<file path="config.mk">
export PLATFORM = sky130hd
export DESIGN_NAME = fetch_stage
export DESIGN_NICKNAME = d
export VERILOG_FILES = /design/src/rtl/nyx_fetch_pkg.sv /design/src/rtl/fetch_stage.sv
export SDC_FILE = /design/constraint.sdc
export NUM_CORES = 1
export LEC_CHECK = 0
export ABC_AREA = 0
export CELL_PAD_IN_SITES_DETAIL_PLACEMENT = 1
export CELL_PAD_IN_SITES_GLOBAL_PLACEMENT = 1
export CORE_MARGIN = 2
export CORE_UTILIZATION = 25
export CTS_CLUSTER_SIZE = 25
export DETAILED_ROUTE_END_ITERATION = 6
export DONT_BUFFER_PORTS = 1
export PLACE_DENSITY_LB_ADDON = 0.1
export SLEW_MARGIN = 5
export SYNTH_ARGS = -nofsm -noshare
export SYNTH_HDL_FRONTEND = slang
export SYNTH_SLANG_ARGS = --single-unit
</file>
<file path="constraint.sdc">
create_clock -name clk -period 4 [get_ports clk]
set_input_delay 0.6 -clock clk [delete_from_list [all_inputs] [get_ports clk]]
set_output_delay 0.6 -clock clk [all_outputs]
set_load 0.01 [all_outputs]
</file>
<file path="src/rtl/nyx_fetch_pkg.sv">
// Shared fetch-stage types: FSM state encoding and instruction size helpers.
package nyx_fetch_pkg;

    typedef enum logic [2:0] {
        IDLE = 3'd0,
        REQ  = 3'd1,
        WAIT = 3'd2,
        HOLD = 3'd3,
        DROP = 3'd4
    } fetch_state_t;

    function automatic int unsigned instr_bytes(input int unsigned width);
        return width / 8;
    endfunction

    localparam int unsigned INSTR_BYTES = instr_bytes(32);

endpackage

</file>
<file path="src/rtl/fetch_stage.sv">
// Instruction fetch: one outstanding read, result held until rdy_i; val_o two cycles after grant at best.
// Backpressure: HOLD keeps d_o/pc_o stable and issues no request until rdy_i or a redirect.
module fetch_stage
    import nyx_fetch_pkg::*;
#(
    parameter int unsigned                WIDTH      = 32,
    parameter int unsigned                ADDR_WIDTH = 32,
    parameter logic [ADDR_WIDTH-1:0]      RESET_PC   = '0
) (
    input  logic                  clk,
    input  logic                  reset,
    input  logic                  redirect_i,
    input  logic [ADDR_WIDTH-1:0] redirect_pc_i,
    output logic                  mem_req_o,
    output logic [ADDR_WIDTH-1:0] mem_addr_o,
    input  logic                  mem_gnt_i,
    input  logic                  mem_rvalid_i,
    input  logic [WIDTH-1:0]      mem_rdata_i,
    input  logic                  rdy_i,
    output logic                  val_o,
    output logic [WIDTH-1:0]      d_o,
    output logic [ADDR_WIDTH-1:0] pc_o
);

    localparam logic [ADDR_WIDTH-1:0] PC_STEP = ADDR_WIDTH'(instr_bytes(WIDTH));

    fetch_state_t          state_q, state_d;
    logic [ADDR_WIDTH-1:0] pc_q, pc_d;
    logic [WIDTH-1:0]      d_q, d_d;
    logic [ADDR_WIDTH-1:0] pc_out_q, pc_out_d;
    logic                  mem_req, val;

    always_ff @(posedge clk) begin
        if (!reset) begin
            state_q  <= IDLE;
            pc_q     <= RESET_PC;
            d_q      <= '0;
            pc_out_q <= '0;
        end else begin
            state_q  <= state_d;
            pc_q     <= pc_d;
            d_q      <= d_d;
            pc_out_q <= pc_out_d;
        end
    end

    always_comb begin
        state_d  = state_q;
        pc_d     = pc_q;
        d_d      = d_q;
        pc_out_d = pc_out_q;
        mem_req  = 1'b0;
        val      = 1'b0;
        case (state_q)
            IDLE: state_d = REQ;
            REQ: begin
                mem_req = 1'b1;
                if (redirect_i) begin
                    pc_d    = redirect_pc_i;
                    state_d = mem_gnt_i ? DROP : REQ;
                end else if (mem_gnt_i) begin
                    state_d = WAIT;
                end
            end
            WAIT: begin
                if (redirect_i) begin
                    pc_d    = redirect_pc_i;
                    state_d = mem_rvalid_i ? REQ : DROP;
                end else if (mem_rvalid_i) begin
                    d_d      = mem_rdata_i;
                    pc_out_d = pc_q;
                    state_d  = HOLD;
                end
            end
            HOLD: begin
                val = !redirect_i;
                if (redirect_i) begin
                    pc_d    = redirect_pc_i;
                    state_d = REQ;
                end else if (rdy_i) begin
                    pc_d    = pc_q + PC_STEP;
                    state_d = REQ;
                end
            end
            DROP: begin
                // A redirect alongside the stale response still retires it; staying would wait forever.
                if (redirect_i) pc_d = redirect_pc_i;
                if (mem_rvalid_i) state_d = REQ;
            end
            default: state_d = IDLE;
        endcase
    end

    assign mem_req_o  = mem_req & reset;
    assign val_o      = val & reset;
    assign mem_addr_o = pc_q;
    assign d_o        = d_q;
    assign pc_o       = pc_out_q;

    rvalid_only_when_outstanding: assert property (
        @(posedge clk) disable iff (!reset)
        mem_rvalid_i |-> (state_q == WAIT || state_q == DROP)
    );

endmodule

</file>
==> out/metrics.yaml, run 1 <==
total_power_mw: 2.32
syn_nets: 654
slew_viol_final: 0
insertedDiodeCount: 0
io_buffers: 0
final-hold-violation-count: 0
clock_sinks: 99
core_region_area_sq_um: 17400
synth-xor-area-share_pct: 0.196
drt_wl_total_um: 16000
min_path_cells: 2
die_x_um: 138
nNetsFinal: 622
drtPass1Iterations: 6
ys_ff_latch: 99
endpoint_kind: "flop"
worst-endpoint-arrival_ns: 2.70
ys_seq_area_share_pct: 44.3
cts_setup_buffers: 0
layout_common_cells: "nand2_1, dfxtp_1, a21oi_1"
finClkSkew_ns: 0.00591
cp_slowest_stage_delay_ns: 0.80
crit_type: "reg -> reg"
die_y_um: 138
ys_warn_count: 0
r2r_slack_ns: 1.58
syn_avg_cell_area_sq_um: 7.67
outcome: "finished, final reports clean"
syn_to_final_growth_pct: 10.4
crit_required_ns: 4.28
synth_top_family_by_area: "simple AND/OR/NAND/NOR gates"
synth-simple-area-share_pct: 26.5
cts_tree: "done"
antenna_found_initial: 0
ir_worst_vdd_mv: 0.195
num-fill-cells: 2066
max_slew_margin_pct: 30.3
layout_commonest_cell: "nand2_1"
drtIter0Drc: 262
cp_slowest_cell: "and3_2"
numCtsBuffers: 9
synth_mux_area_share_pct: 1.82
fmax_mhz: 413
placedCellCount: 765
r2r-start: "state_q[1]"
grt_max_degree: 55
rsz0062_at_grt: "no"
cellPowerDensity_nw_per_um2: 470
r2r_cells: 5
syn_inst: 583
min_period_over_period_pct: 60.5
cp.depth: 5
path_cells: "nor2b_1 > and3_2 > buf_4 > nand2_1 > a21oi_1"
synthesis.area_sq_um: 4470
fin_setup_tns_ns: 0
grt_pass1_wl_um: 24200
ctsHoldBuffers: 0
vias_per_cell: 5.35
io_pins: 168
critPathLaunch: "state_q[1]"
drive_above_1_share_pct: 5.40
htree_levels: 3
clockBufferDepth: 2
critPathCapture: "d_o[6]"
synthAdderAreaFrac_pct: 0.280
clk_latency_ns: 0.36
gp_congestion: 0.708
synth_cell_types: 49
clockRootBuffer: "clkbuf_16"
p_leak_nw: 1.55
synth_compound_area_share_pct: 21.6
first_global_vias: 4143
finalSetupViolCount: 0
dp_hpwl_um: 11000
synth_edf_count: 0
postRouteAntennaNets: 0
rows: 48
crit_fanout: 42
hold_class: "in -> reg"
drc: 0
cts_resized: 0
yosys_most_used_dff: "dfxtp_1"
start_kind: "flop"
start_util_pct: 25.7
wl_per_cell_um: 20.4
clk_pin_slew_ns: 0.07
period_minus_slack_ns: 2.42
via_count: 4178
cp.buffers_inverters: 1
worst-slew-pin-transition_ns: 1.05
die-area_sq_um: 19000
async_reset_ff_share_pct: 0
r2r_end: "d_o[6]"
cpLargestDelayFamily: "simple AND/OR/NAND/NOR gates"
overflow: 0
layout.cells.non_filler: 781
grt_use_total_pct: 16.8
cap_violations: 0
-- sequential cells by signal (all words and copies together), names as in the netlist --
register / flops
pc_o: 32
state_q: 3
mem_addr_o: 32
d_o: 32
-- through the flow --
step | instance area, sq um | setup slack (ns) | util, % | hold WS, ns
final | 4930 | 1.58 | 28.3 | 0.364
after floorplan | 4470 | 2.06 | - | 0.481
after global routing | 4930 | 1.33 | 28.3 | 0.351
after CTS | 4930 | 1.55 | 28.3 | 0.345
after detailed placement | 4590 | 1.56 | 26.4 | 0.495
after global placement | 4590 | 1.68 | 26.4 | 0.493
-- kinds of logic after synthesis --
| family | after synthesis |
|---|---|
| DFF | 99 |
| muxes | 8 |
| xor gates and xnor gates | 1 |
| buffers and inverters | 53 |
| and+or+nand+nor | 259 |
| AOI/OAI and AO/OA | 162 |
| adders and majority gates | 1 |
-- synth_stat cells (3+ instances only) --
cell | number | share of area (%)
buf_1 | 5 | 0.42
nand2_1 | 158 | 13
clkbuf_1 | 29 | 2.4
a21o_1 | 5 | 0.84
nand4_1 | 11 | 1.5
a22oi_1 | 12 | 2.0
o21ai_0 | 18 | 2.0
inv_1 | 4 | 0.34
and4_1 | 5 | 0.98
mux2i_1 | 7 | 1.6
a31oi_1 | 10 | 1.4
nor3_1 | 8 | 0.90
buf_4 | 4 | 0.67
o221a_2 | 3 | 0.76
nor4_1 | 5 | 0.70
o22ai_1 | 6 | 0.84
o211ai_1 | 5 | 0.84
nor2b_1 | 3 | 0.42
nor2_1 | 23 | 1.9
and3_1 | 9 | 1.3
or3_1 | 4 | 0.56
a21oi_1 | 88 | 9.9
buf_2 | 8 | 0.90
nand3_1 | 15 | 1.7
dfxtp_1 | 99 | 44
and2_1 | 8 | 1.1
-- how the worst min path moves through the flow --
| stage | startpoint | end |
|---|---|---|
| after floorplan | d_o[0] | d_o[0] |
| after global placement | pc_o[19] | pc_o[19] |
| after detailed placement | pc_o[11] | pc_o[11] |
| after CTS | reset | state_q[0] |
| after global routing | mem_rdata_i[25] | d_o[25] |
| final | reset | state_q[0] |
-- final cells by class --
type	instances	area [sq um]	area share, %
well taps	225	282	5.71
repair buffers	6	45.0	0.913
inverters	4	15.0	0.304
clock buffers	10	229	4.64
clock inverters	6	114	2.31
flip-flops and latches	99	1980	40.2
multi-input cells	431	2270	45.9
-- where the power goes --
part | leakage, nW | internal, mW | total (mW) | switching, mW
clock network | 0.159 | 0.614 | 1.03 | 0.415
logic | 0.593 | 0.0680 | 0.189 | 0.121
registers | 0.802 | 1.02 | 1.10 | 0.0832
total | 1.55 | 1.70 | 2.32 | 0.619
-- layer usage --
layer / routed length (um) / vias up / share of wire (%) / track usage [%]
li1: - / 1982 / - / -
met1: 6890 / 2075 / 43 / 20.8
met2: 7550 / 108 / 47 / 27.1
met3: 1270 / 13 / 7.9 / 5.78
met4: 248 / 0 / 1.6 / 6.12
met5: 0 / - / 0 / 0
Power figures use the tool's default switching activity.
==> inputs of run 2 (changes only) <==
==> constraint.sdc (replaced) <==
create_clock -name clk -period 2.5 [get_ports clk]
set_input_delay 0.375 -clock clk [delete_from_list [all_inputs] [get_ports clk]]
set_output_delay 0.375 -clock clk [all_outputs]
set_load 0.01 [all_outputs]
==> out/metrics.yaml, run 2 (synthesis results as in run 1) <==
die-area_sq_um: 19000
rows: 48
drtIter0Drc: 234
cts_resized: 0
numCtsBuffers: 9
start_kind: "flop"
period_minus_slack_ns: 2.16
nNetsFinal: 637
worst-slew-pin-transition_ns: 0.974
max_slew_margin_pct: 35.1
vias_per_cell: 5.23
top_layer: "met4"
slew_viol_final: 0
die_y_um: 138
die_x_um: 138
grt_pass1_wl_um: 24400
via_count: 4155
wl_per_cell_um: 20.2
drtPass1Iterations: 4
placedCellCount: 780
crit_fanout: 7
holdWs_ns: 0.144
dp_hpwl_um: 11300
min_period_over_period_pct: 86.4
outcome: "finished, final reports clean"
drive_above_1_share_pct: 7.89
grt_use_total_pct: 17.0
io_pins: 168
clockRootBuffer: "clkbuf_16"
rsz0062_at_grt: "no"
wl_met1_um: 6920
drc: 0
drt_wl_total_um: 16000
critPathLaunch: "mem_addr_o[3]"
worst-endpoint-arrival_ns: 2.41
p_leak_nw: 1.63
endpoint_kind: "flop"
cellPowerDensity_nw_per_um2: 710
core_region_area_sq_um: 17400
fmax_mhz: 463
r2r-start: "mem_addr_o[3]"
total_power_mw: 3.57
ir_worst_vdd_mv: 0.407
fin_setup_tns_ns: 0
final-hold-violation-count: 0
cap_violations: 0
ctsHoldBuffers: 0
finalWorstSetupSlack_ns: 0.341
worstHoldStart: "mem_rdata_i[8]"
wl_met2_um: 7530
layout.cells.non_filler: 795
gp_congestion: 0.752
start_util_pct: 25.7
layout_commonest_cell: "nand2_1"
crit_type: "reg -> reg"
insertedDiodeCount: 0
postRouteAntennaNets: 0
num-fill-cells: 2096
io_buffers: 0
antenna_found_initial: 0
syn_to_final_growth_pct: 12.5
clock_sinks: 99
finClkSkew_ns: 0.00775
grt_max_degree: 44
cts_setup_buffers: 0
clk_latency_ns: 0.36
htree_levels: 3
hold_class: "in -> reg"
clockBufferDepth: 2
first_global_vias: 4135
overflow: 0
dp_slack_ns: 0.321
wl_met3_um: 1340
clk_pin_slew_ns: 0.08
finalSetupViolCount: 0
layout_common_cells: "nand2_1, dfxtp_1, a21oi_1"
crit_required_ns: 2.75
cts_tree: "done"
==> run 2: per-stage QoR <==
step | utilization (%) | cell area (sq um)
floorplan | - | 4470
global placement | 27.1 | 4730
detailed placement | 27.1 | 4730
CTS | 28.9 | 5030
global route | 28.9 | 5030
finish | 28.9 | 5030
==> run 2: layout make-up <==
class	instances	area, sq um	share of cell area [%]
Clock buffer	9	225	4.48
Clock inverter	6	75.1	1.49
Inverter	4	15.0	0.299
Multi-Input combinational cell	431	2270	45.1
Sequential cell	99	1980	39.4
Tap cell	225	282	5.60
Timing Repair Buffer	21	183	3.63
==> run 2: final timing paths <==
path / slack [ns] / cells after the start / to
worst min-delay path: 0.14 / 2 / d_o[8]
worst max register to register: 0.34 / 6 / mem_addr_o[22]
worst max-delay path: 0.34 / 6 / mem_addr_o[22]
worst min register to register: 0.50 / 2 / pc_o[8]
==> run 2: where the power goes <==
group / internal, mW / leakage, nW / total [mW] / switching [mW]
sequential: 1.63 / 0.802 / 1.74 / 0.110
combinational: 0.131 / 0.680 / 0.352 / 0.221
clock: 0.787 / 0.144 / 1.48 / 0.691
==> run 2: worst max-delay path, cell delays in order, from the launching register on <==
cell and delay (ns):
dfxtp_1 0.53, ha_1 0.28, and4_1 0.27, and3_1 0.32, nand4_1 0.15, and3_1 0.22
o31a_1 0.28
==> run 2: routing by layer <==
| layer | up-vias | track usage, % |
|---|---|---|
| li1 | 2013 | - |
| met1 | 2008 | 21.5 |
| met2 | 119 | 27.1 |
| met3 | 15 | 5.92 |
| met4 | 0 | 5.33 |
| met5 | - | 0 |
==> RTL change 1 (config.mk and constraints of run 2) <==
Change the parameter `ADDR_WIDTH` from 32 to 64.
--- a/src/rtl/fetch_stage.sv
+++ b/src/rtl/fetch_stage.sv
@@ -6,3 +6,3 @@
     parameter int unsigned                WIDTH      = 32,
-    parameter int unsigned                ADDR_WIDTH = 32,
+    parameter int unsigned                ADDR_WIDTH = 64,
     parameter logic [ADDR_WIDTH-1:0]      RESET_PC   = '0
Interface: changed (resized mem_addr_o, pc_o and redirect_pc_i); port bits go from 168 to 264. The function was not compared with the original's and may differ.
==> RTL change 1 against run 2 <==
Setup slack worse by 0.14 ns. Area after synthesis is 81% higher. Sequential cell count is 64 higher. Sequential power is 64% higher. Clock skew is 0.0071 ns higher. Largest power group is now the clock network. Power is 87% higher. Routed wire length is 120% higher. Final area is 92% higher.
==> RTL change 1: results (changes against run 2) <==
- The synthesized instance count came to 1,054 (+81%).
- Routed signal wires occupy layers up through met5.
- The number of antenna violations at the first check in global routing came to 5 (+5).
- The wire length on met3 came to 2540 um (+89%).
- The via density per instance came to 5.45 (+4.3%).
- The slew at the pin with the worst max-slew slack is 0.679 ns (-0.295 ns).
- The met1 layer usage reported by global route came to 26.8% (+5.3 points).
- The number of buffers inserted during clock tree synthesis is 17 (+8).
- The startpoint identified for the worst hold timing path is reset.
- The layout cell share with drive strength beyond 1 is 14.3% (+6.4 points).
- The post-placement setup slack was -0.0134 ns (-0.334 ns).
- The final layout net count came to 1,183 (+86%).
- Ranked by instance count, the synthesized netlist is headed by nand2_1 (257), dfxtp_1 (163), a21oi_1 (131).
- The static leakage is 3.19 nW (+96%).
- The distinct cell type count after synthesis was 81 (+65%).
- The largest net degree at the start of global routing came to 125 (+180%).
- By area the synthesized netlist is led by dfxtp_1 (40%), nand2_1 (12%), a21oi_1 (8.1%).
- The register-to-register setup slack is 0.20 ns (-0.14 ns).
- The flow ran to the end, and the final reports show no timing, DRC or antenna violations.
- The number of cells traversed by the worst register-to-register path is 5 (-1).
- The total wire length is 35,100 um (+120%).
- The switching power as a share of total power is 28.7% (+0.11 points).
- The met2 demand-to-capacity share in global routing is 33.4% (+6.3 points).
- The source of the worst register-to-register timing path is state_q[2].
- The post-synthesis compound-gate area fraction is 23.2% (+1.6 points).
- The critical path capture point is mem_addr_o[27].
- The endpoint arrival time on the critical path is 2.64 ns (+0.23 ns).
[RTL change 1: cell type report]
type | instances | area [um^2]
Multi-Input combinational cell | 795 | 4430
Fill cell | 3767 | 22100
Tap cell | 402 | 503
Clock inverter | 12 | 178
Inverter | 11 | 43.8
Sequential cell | 163 | 3260
Timing Repair Buffer | 92 | 791
Antenna cell | 3 | 7.51
Clock buffer | 20 | 447
[RTL change 1: cell families after synthesis]
family	count (synthesis)
flops	163
simple gates	491
compound gates	297
xor+xnor	2
mux	4
buf+inv	96
fa+ha+maj	1
[RTL change 1: worst max-delay path: stages (launching register included)]
cell,delay [ns]
dfxtp_1,0.67
o21ai_0,0.32
and3_2,0.49
buf_4,0.28
a22o_1,0.19
o31a_1,0.23
[RTL change 1: power groups by stage]
stage                     combinational (W)  sequential, W  clock [W]
after floorplan                    0.000513        0.00293          0
after global placement             0.000934        0.00292          0
final                              0.000930        0.00286    0.00288
after global routing                0.00102        0.00288    0.00310
after CTS                          0.000943        0.00286    0.00299
after detailed placement           0.000939        0.00292          0
==> RTL change 2 (settings of run 2) <==
Made on the original files. The 5 states of `fetch_state_t` get a one-hot encoding in 5 bits.
--- a/src/rtl/nyx_fetch_pkg.sv
+++ b/src/rtl/nyx_fetch_pkg.sv
@@ -3,8 +3,8 @@
 
-    typedef enum logic [2:0] {
-        IDLE = 3'd0,
-        REQ  = 3'd1,
-        WAIT = 3'd2,
-        HOLD = 3'd3,
-        DROP = 3'd4
+    typedef enum logic [4:0] {
+        IDLE = 5'b00001,
+        REQ  = 5'b00010,
+        WAIT = 5'b00100,
+        HOLD = 5'b01000,
+        DROP = 5'b10000
     } fetch_state_t;
Behaviour: no difference found for any inputs over 4 cycles, from zero or initial values and one cycle with reset low; so few cycles prove little.
==> RTL change 2 against run 2 <==
Clock skew is 0.00094 ns higher. Setup slack lost 0.032 ns. Fmax is 1.5% lower. Area after synthesis rose by 5.0%. Power down 4.2%. Routed wire length grew 11%. Sequential cell count increased by 2. Via count rose by 9.0%. Global-route usage grew 0.65 points. Final area grew 6.0%. Non-clock buffer count increased by 14. Critical path type is now reg2out. Highest routed layer unchanged.
==> RTL change 2: results (changes against run 2) <==
- The flow ran to the end, and the final reports show no timing, DRC or antenna violations.
- The largest net degree at the start of global routing came to 58 (+32%).
- The post-route met1 wirelength is 8040 um (+16%).
- The post-CTS setup buffer count is 0 (unchanged).
- The half-perimeter wire length after placement is 12,900 um (+14%).
- The worst hold slack is 0.119 ns (-0.0249 ns).
- The distinct cell type count after synthesis is 57 (+16%).
- The worst-path maximum fanout was 8 (+1).
- The wire length on met3 came to 1220 um (-9.3%).
- The post-placement setup slack is 0.302 ns (-0.0186 ns).
- The setup clock skew after layout is 0.00868 ns (+0.000937 ns).
- The number of DRC markers in iteration 0 came to 207 (-12%).
- The final layout net count is 679 (+6.6%).
- The met2 wire length is 8280 um (+10%).
- After synthesis, the cell types taking the most area are dfxtp_1 (43%), nand2_1 (13%), a21oi_1 (10%).
- The number of global-route vias before repair is 4,610 (+11%).
- The endpoint arrival time on the critical path was 1.82 ns (-0.59 ns).
- Counting instances in the post-synthesis netlist gives the leading cell types as nand2_1 (161), dfxtp_1 (101), a21oi_1 (96).
- The headroom to the max-slew limit is 58.5% (+23 points).
- The total of flip-flops plus latches after synthesis is 101 (+2.0%).
- The fraction of the cycle the final worst path needs is 87.6% (+1.3 points).
- The total wire length is 17,800 um (+11%).
- The filler cell count in the final layout was 2,235 (+6.6%).
- The final weighted congestion of routability-driven global placement is 0.794 (+5.6%).
- The via density per instance is 5.36 (+2.5%).
- The layout cell share with drive strength beyond 1 is 10.1% (+2.2 points).
-- RTL change 2: changes by cell type after synthesis, moves of 6 or more --
cell,before,now
a21oi_1,88,96
a22oi_1,12,6
a31oi_1,10,2
o21ai_0,18,12
inv_1,4,10
buf_2,8,18
-- RTL change 2: routing by layer --
metal  global-route usage (%)  up-vias
li1                         -     2169
met1                     22.5     2215
met2                     28.9      133
met3                     5.64       14
met4                     4.47        0
met5                        0        -
-- RTL change 2: worst paths after layout --
| kind | startpoint | endpoint | cells after the start |
|---|---|---|---|
| setup / recovery | state_q[4] | val_o | 3 |
| hold / removal | reset | state_q[0] | 1 |
| setup reg to reg | mem_addr_o[3] | mem_addr_o[28] | 6 |
| hold reg to reg | d_o[0] | d_o[0] | 2 |
-- RTL change 2: area by class of cell --
type / count / area [um^2] / area share [%]
Inverter: 10 / 37.5 / 0.705
Timing Repair Buffer: 35 / 275 / 5.17
Tap cell: 234 / 293 / 5.50
Clock buffer: 12 / 236 / 4.44
Sequential cell: 101 / 2020 / 38.0
Clock inverter: 3 / 46.3 / 0.869
Multi-Input combinational cell: 451 / 2420 / 45.4
-- RTL change 2: logic make-up after synthesis --
kind of cell,Yosys count,synth area share (%)
buffers and inverters,62,5.60
multiplexers,9,2.00
adder cells (fa/ha/maj),1,0.266
AO/OA/AOI/OAI,167,21.9
flip-flops,101,43.1
AND/OR/NAND/NOR,273,27.0
XOR/XNOR,1,0.187
-- RTL change 2: where the power goes --
| part | internal, W | switching [W] | total, W |
|---|---|---|---|
| clock | 0.000778 | 0.000648 | 0.00143 |
| combinational | 0.000107 | 0.000192 | 0.000300 |
| sequential | 0.00164 | 0.0000579 | 0.00169 |
| total | 0.00252 | 0.000898 | 0.00342 |
-- RTL change 2: stage by stage --
stage / std cells / area, um^2
2_1_floorplan: 614 / 4690
3_3_place_gp: 831 / 5040
3_5_place_dp: 831 / 5040
4_1_cts: 846 / 5330
5_1_grt: 846 / 5330
6_report: 846 / 5330
-- RTL change 2: critical path, stage by stage, from the launching register on --
cell	delay, ns
dfxtp_1	0.39
nor2_1	0.41
nand2_1	0.30
nor3_1	0.37
